===== src/rtl/sha1_pkg.sv =====
// Shared SHA-1 types, constants and helpers for the schedule and round/compression stages.
package sha1_pkg;

  localparam int SHA1_ROUNDS = 80;

  typedef logic [31:0] sha1_word_t;
  typedef logic [6:0]  sha1_t_t;

  typedef enum logic {
    IDLE,
    EMIT
  } sha1_ws_state_e;

  function automatic sha1_word_t rotl1(input sha1_word_t x);
    return {x[30:0], x[31]};
  endfunction

endpackage


===== src/rtl/sha1_wsched_if.sv =====
// Block-in / word-out stream bundle for the SHA-1 message-schedule stage.
interface sha1_wsched_if;
  import sha1_pkg::*;

  logic         blk_valid;
  logic         blk_ready;
  logic [511:0] blk;
  logic         w_valid;
  logic         w_ready;
  sha1_word_t   w;
  sha1_t_t      t;
  logic         last;
  logic         busy;

  modport master (
    output blk_valid, blk, w_ready,
    input  blk_ready, w_valid, w, t, last, busy
  );

  modport slave (
    input  blk_valid, blk, w_ready,
    output blk_ready, w_valid, w, t, last, busy
  );

endinterface


===== src/rtl/sha1_wsched_sr.sv =====
// 16-word schedule window: parallel load of a block, shift-by-one with the W[t+16] recurrence.
module sha1_wsched_sr
  import sha1_pkg::*;
(
  input  logic         clk,
  input  logic         reset,
  input  logic         load,
  input  logic         shift,
  input  logic [511:0] din,
  output sha1_word_t   head
);

  sha1_word_t sr [16];

  // NOTE: sr is a flop bank, not a RAM, so clearing it in reset is legal; never reset RAM-style arrays.
  always_ff @(posedge clk) begin
    if (reset) begin
      for (int i = 0; i < 16; i++) sr[i] <= '0;
    end else if (load) begin
      for (int i = 0; i < 16; i++) sr[i] <= din[511-32*i -: 32];
    end else if (shift) begin
      for (int i = 0; i < 15; i++) sr[i] <= sr[i+1];
      sr[15] <= rotl1(sr[13] ^ sr[8] ^ sr[2] ^ sr[0]);
    end
  end

  assign head = sr[0];

endmodule


===== src/rtl/sha1_wsched.sv =====
// SHA-1 message schedule: accepts a 512-bit block, streams W[0..79] tagged t=1..80.
// Optional SHA1_WSCHED_PRELOAD_EN adds a one-block holding register for zero-bubble streaming.
module sha1_wsched
  import sha1_pkg::*;
#(
  parameter int NROUNDS = SHA1_ROUNDS
) (
  input logic          clk,
  input logic          reset,
  sha1_wsched_if.slave s
);

  localparam sha1_t_t T_LAST = sha1_t_t'(NROUNDS);

  sha1_ws_state_e state;
  sha1_t_t        t_q;
  logic           last_q;
  logic           accept, fire, fire_last, sr_load;
  logic [511:0]   sr_din;
  sha1_word_t     head;

  assign fire      = (state == EMIT) && s.w_ready;
  assign fire_last = fire && last_q;
  assign accept    = s.blk_valid && s.blk_ready;

`ifdef SHA1_WSCHED_PRELOAD_EN
  logic [511:0] hold;
  logic         full;

  assign s.blk_ready = !reset && !full;
  // An accept that lands on the final beat with nothing held goes straight into sr.
  assign sr_load     = fire_last ? (full || accept) : (accept && state == IDLE);
  assign sr_din      = (fire_last && full) ? hold : s.blk;

  always_ff @(posedge clk) begin
    if (reset) begin
      full <= 1'b0;
    end else if (accept && state == EMIT && !fire_last) begin
      hold <= s.blk;
      full <= 1'b1;
    end else if (fire_last) begin
      full <= 1'b0;
    end
  end
`else
  assign s.blk_ready = !reset && (state == IDLE);
  assign sr_load     = accept;
  assign sr_din      = s.blk;
`endif

  // NOTE: state registers use <= so every flop samples pre-edge values, regardless of statement order.
  always_ff @(posedge clk) begin
    if (reset) begin
      state  <= IDLE;
      t_q    <= '0;
      last_q <= 1'b0;
    end else begin
      case (state)
        IDLE: begin
          if (sr_load) begin
            state  <= EMIT;
            t_q    <= sha1_t_t'(1);
            last_q <= 1'b0;
          end
        end
        EMIT: begin
          if (fire_last) begin
            last_q <= 1'b0;
            if (sr_load) begin
              t_q <= sha1_t_t'(1);
            end else begin
              state <= IDLE;
              t_q   <= '0;
            end
          end else if (fire) begin
            t_q    <= t_q + sha1_t_t'(1);
            last_q <= (t_q == T_LAST - sha1_t_t'(1));
          end
        end
        default: state <= IDLE;
      endcase
    end
  end

  sha1_wsched_sr u_sr (
    .clk   (clk),
    .reset (reset),
    .load  (sr_load),
    .shift (fire),
    .din   (sr_din),
    .head  (head)
  );

  assign s.w_valid = (state == EMIT);
  assign s.w       = head;
  assign s.t       = t_q;
  assign s.last    = last_q;
  assign s.busy    = (state != IDLE);

endmodule


===== src/flat_wrapper.sv =====
// flat-port wrapper written by rule: the top's interface ports become plain ports
module sha1_wsched_flat import sha1_pkg::*;
#(
  parameter int NROUNDS = SHA1_ROUNDS
)
  (clk, reset, s_blk_valid, s_blk, s_w_ready, s_blk_ready, s_w_valid, s_w, s_t, s_last, s_busy);
  sha1_wsched_if s_i ();
  input logic clk;
  input logic reset;
  input wire logic [$bits(s_i.blk_valid)-1:0] s_blk_valid;
  input wire logic [$bits(s_i.blk)-1:0] s_blk;
  input wire logic [$bits(s_i.w_ready)-1:0] s_w_ready;
  output wire logic [$bits(s_i.blk_ready)-1:0] s_blk_ready;
  output wire logic [$bits(s_i.w_valid)-1:0] s_w_valid;
  output wire logic [$bits(s_i.w)-1:0] s_w;
  output wire logic [$bits(s_i.t)-1:0] s_t;
  output wire logic [$bits(s_i.last)-1:0] s_last;
  output wire logic [$bits(s_i.busy)-1:0] s_busy;
  assign s_i.blk_valid = s_blk_valid;
  assign s_i.blk = s_blk;
  assign s_i.w_ready = s_w_ready;
  assign s_blk_ready = s_i.blk_ready;
  assign s_w_valid = s_i.w_valid;
  assign s_w = s_i.w;
  assign s_t = s_i.t;
  assign s_last = s_i.last;
  assign s_busy = s_i.busy;
  sha1_wsched #(.NROUNDS(NROUNDS)) u_core (.clk(clk), .reset(reset), .s(s_i));
endmodule

===== config.mk =====
export PLATFORM = sky130hd
export DESIGN_NAME = sha1_wsched_flat
export DESIGN_NICKNAME = d
export VERILOG_FILES = /design/src/rtl/sha1_pkg.sv /design/src/rtl/sha1_wsched_if.sv /design/src/rtl/sha1_wsched_sr.sv /design/src/rtl/sha1_wsched.sv /design/src/flat_wrapper.sv
export SDC_FILE = /design/constraint.sdc
export NUM_CORES = 1
export LEC_CHECK = 0
export CORE_MARGIN = 4
export CORE_UTILIZATION = 25
export DETAILED_ROUTE_END_ITERATION = 16
export PLACE_DENSITY = 0.48
export SYNTH_ARGS = -nofsm -noshare
export SYNTH_HDL_FRONTEND = slang
export SYNTH_HIERARCHICAL = 1
export SYNTH_SLANG_ARGS = --single-unit

===== constraint.sdc =====
create_clock -name clk -period 8.6 [get_ports clk]
set_input_delay 1.72 -clock clk [delete_from_list [all_inputs] [get_ports clk]]
set_output_delay 1.72 -clock clk [all_outputs]
set_load 0.005 [all_outputs]

==> Implementation_results.wiki <==
{| class="wikitable"
! Metric !! Value
|-
| Run status || finished clean
|-
| Clock transition at the register clock pins on the worst setup and hold paths after CTS || approximately 0.06 ns
|-
| Commonest non-fill, non-tap cell in the layout || sky130_fd_sc_hd__clkdlybuf4s50_1
|-
| Max cap viols || 0
|-
| Final critical path time including I/O delays and setup || roughly 5.3 ns
|-
| Worst slew pin tran || 1.16 ns
|-
| Top-Level Pins || 559
|-
| Pleak || 11.0 nW
|-
| Clock buffer count from CTS || 60
|-
| Final number of max-transition violations || 0
|-
| Number of sinks on the clock net || about 520
|-
| Required time reported for the critical path endpoint || between 8 and 9 ns
|-
| Final standard cell count with taps included and fillers excluded || roughly 3000
|-
| Area taken by flip-flops and latches || between 0.015 and 0.02 mm^2
|-
| Worst setup SP type || input port
|-
| Width of the die || 307 um
|-
| Setup repair after global routing missed its margin || no
|-
| Maximum ir drop on the vdd rail || approximately 0.00012 V
|-
| Overall global routing resource usage || 0.150
|-
| CTS max path bufs || 3
|-
| Cell area power density || 214 mW/mm^2
|-
| Max-Slew Margin vs Limit || 0.230
|-
| Initial Util || 0.252
|-
| Number of placement rows || around 110
|-
| Core region area || 0.0884 mm^2
|-
| Number of optimization iterations in the first detailed-route pass || 7
|-
| Hold Fails Final Rpt || 0
|-
| Area of combinational cells with multiple inputs || ~0.0057 mm^2
|-
| Commonest cells after routing, fill and taps aside || 558 x sky130_fd_sc_hd__clkdlybuf4s50_1, 512 x sky130_fd_sc_hd__a22o_1, 512 x sky130_fd_sc_hd__edfxtp_1
|-
| Count of vias placed by the detailed router || about 14000
|-
| CTS Root Buffer Type || sky130_fd_sc_hd__clkbuf_16
|-
| Xor and xnor area share after synthesis || 0.0377
|-
| Achievable Freq || between 0.15 and 0.2 GHz
|-
| Longest individual stage delay on the worst path || between 0.6 and 0.7 ns
|-
| Overall overflow remaining after global route || 0
|-
| Net count of the mapped netlist || 1852
|-
| Arrival time of the worst setup path || about 5.4 ns
|-
| Clock latency of the later-clocked register in the worst-skew pair || around 0.61 ns
|-
| Final standard cell utilization of the core || 0.345
|-
| Prevailing post-synth register cell || sky130_fd_sc_hd__edfxtp_1
|-
| TritonCTS clock tree || yes
|-
| Area added between synthesis and finish || 36.5%
|-
| Cells resized by post-CTS repair || 0
|-
| Maximum number of pins on one net before global-route repair || 196
|-
| Mean area per synthesized cell || ~17 um^2
|-
| Worst setup timing slack at the placement stage || around 2.6 ns
|-
| Number of violations reported at the end of detailed-routing iteration 0 || 1280
|-
| Wire length reported by the detailed router || approximately 75 mm
|-
| Wire length of the first global-routing pass || slightly above 100 mm
|-
| Final setup violation count || 0
|-
| Count of unique library cells instantiated by Yosys || 31
|-
| Die area || roughly 0.094 mm^2
|-
| Warning count from the yosys run || 6
|-
| Sort of element at the end of the critical path || flip-flop
|-
| Share of the synthesized area in compound gates (AO/OA/AOI/OAI) || 0.205
|-
| Crit Path Class || in -> reg
|-
| Ratio of cells with drive above 1 in the final layout || 0.0554
|-
| Dpl hpwl || between 50 and 60 mm
|-
| Average via count per standard cell || ~4.7
|-
| Post-Syn Instances || roughly 1300
|-
| Post-Place Cells || 2919
|-
| Port Buffers || between 500 and 600
|-
| Number of flops mapped to enable cells by yosys || about 500
|-
| Cell type with the highest occurrence count on the critical path || sky130_fd_sc_hd__buf_12
|-
| Post-synthesis simple-gate area fraction || 0.00847
|-
| Fraction of the yosys area taken by sequential cells || 0.698
|-
| Post-DR wirelength/cell || between 20 and 25 um
|-
| Synthesized-area fraction occupied by adder cells || 0.000561
|-
| Final setup skew || 0.0180 ns
|-
| Slowest stage cell, crit path || sky130_fd_sc_hd__nand2_4
|-
| Post-CTS Hold Buffers || 0
|-
| Sum Neg Setup Slack || 0 ns
|-
| Filler Cell Count || between 8000 and 9000
|-
| Reg2Reg Setup Slack || ~4.8 ns
|-
| Critical path fanouts, max || ~200
|-
| Cells along the critical path || clkdlybuf4s50_1 -> or3b_1 -> inv_1 -> inv_2 -> a21oi_4 -> buf_12 -> nand2_4 -> buf_12
|-
| Number of antenna violations at the first check in global routing || 29
|-
| Buffer count from post-CTS setup fixing || 0
|-
| Post-synthesis instance area || approximately 0.022 mm^2
|-
| Number of synthesized register bits || 521
|-
| Total power draw || 6.51 mW
|-
| Period utilisation layout || 0.611
|-
| Vertical die dimension || slightly above 300 um
|-
| H-tree levels || 2
|-
| Share of synthesized area spent on multiplexers || 0.00224
|-
| Routability cong. || between 0.8 and 0.9
|-
| Main combinational cell family by area after synthesis || compound AO/OA/AOI/OAI gates
|-
| Final Worst Setup Slack || 3.35 ns
|-
| Net count reported at finish || 2333
|-
| Number of routed nets with antenna violations || 0
|-
| Worst hold-check path type || reg -> reg
|-
| Final routed DRC violation total || 0
|-
| Vias in the first global route || about 14000
|-
| Asr flop ratio synth || 0
|}
[power by group]
part	internal, mW	switching [mW]	total, mW
Combinational	0.409	0.361	0.770
Sequential	3.10	0.138	3.24
Clock	1.45	1.05	2.50
Total	4.96	1.55	6.51
[state kept, by name, summed over array words and instances (netlist names)]
register,count
u_core/s.busy,1
u_core/s.last,1
u_core/s.t,7
u_core/u_sr/sr,512
[worst paths after layout]
path         cells past startpoint                     end           from
max                              8  u_core/u_sr/sr[0][237]          reset
min                              2           u_core/s.t[6]  u_core/s.t[6]
max reg2reg                      7  u_core/u_sr/sr[0][237]  u_core/s.busy
min reg2reg                      2           u_core/s.t[6]  u_core/s.t[6]
[synthesized netlist by cell type (2+ instances only)]
cell type | count | area share
sky130_fd_sc_hd__nor2_1 | 3 | 0.00050
sky130_fd_sc_hd__nand4b_1 | 4 | 0.0016
sky130_fd_sc_hd__buf_2 | 53 | 0.012
sky130_fd_sc_hd__a21oi_2 | 2 | 0.00079
sky130_fd_sc_hd__nand3_1 | 4 | 0.00090
sky130_fd_sc_hd__buf_6 | 25 | 0.013
sky130_fd_sc_hd__dfxtp_1 | 9 | 0.0081
sky130_fd_sc_hd__a31oi_1 | 2 | 0.00056
sky130_fd_sc_hd__a21oi_1 | 2 | 0.00045
sky130_fd_sc_hd__a211oi_2 | 2 | 0.0011
sky130_fd_sc_hd__a22o_1 | 512 | 0.20
sky130_fd_sc_hd__nand4_1 | 8 | 0.0022
sky130_fd_sc_hd__xnor2_1 | 64 | 0.025
sky130_fd_sc_hd__nand2_1 | 6 | 0.0010
sky130_fd_sc_hd__buf_4 | 63 | 0.021
sky130_fd_sc_hd__inv_1 | 6 | 0.0010
sky130_fd_sc_hd__edfxtp_1 | 512 | 0.69
sky130_fd_sc_hd__mux2i_1 | 5 | 0.0022
sky130_fd_sc_hd__clkbuf_1 | 10 | 0.0017
sky130_fd_sc_hd__xor2_1 | 32 | 0.013
[layer usage]
layer / part of all wire / up-vias / GRT usage / wire, um
li1: - / 6499 / - / -
met1: 0.45 / 7130 / 0.212 / 33900
met2: 0.45 / 480 / 0.225 / 34000
met3: 0.070 / 110 / 0.0380 / 5290
met4: 0.025 / 6 / 0.0540 / 1880
met5: 0.00047 / - / 0 / 35
[logic make-up after synthesis]
kind of cell	after synthesis
AOI/OAI and AO/OA	522
xor gates and xnor gates	96
adders and majority gates	1
buffers and inverters	158
DFF	521
muxes	5
and+or+nand+nor	32
[per-stage QoR]
step,hold WS [ns],instance area (um^2)
floorplan,0.486,22300
global placement,0.510,28500
detailed placement,0.514,28500
CTS,0.528,30400
global route,0.547,30400
finish,0.524,30400
[critical path: cells and delay by family]
| family | cells | cell delay [ns] |
|---|---|---|
| buffers and inverters | 5 | 1.92 |
| AO/OA/AOI/OAI | 1 | 0.17 |
| AND/OR/NAND/NOR | 2 | 1.23 |
[area by class of cell]
class / instances / area share
Timing Repair Buffer: 570 / 0.189
Multi-Input combinational cell: 656 / 0.187
Antenna cell: 21 / 0.00173
Clock buffer: 72 / 0.0522
Inverter: 7 / 0.000863
Clock inverter: 34 / 0.00986
Sequential cell: 521 / 0.511
Tap cell: 1165 / 0.0479
Note: power is estimated with default switching activity, not from simulation.
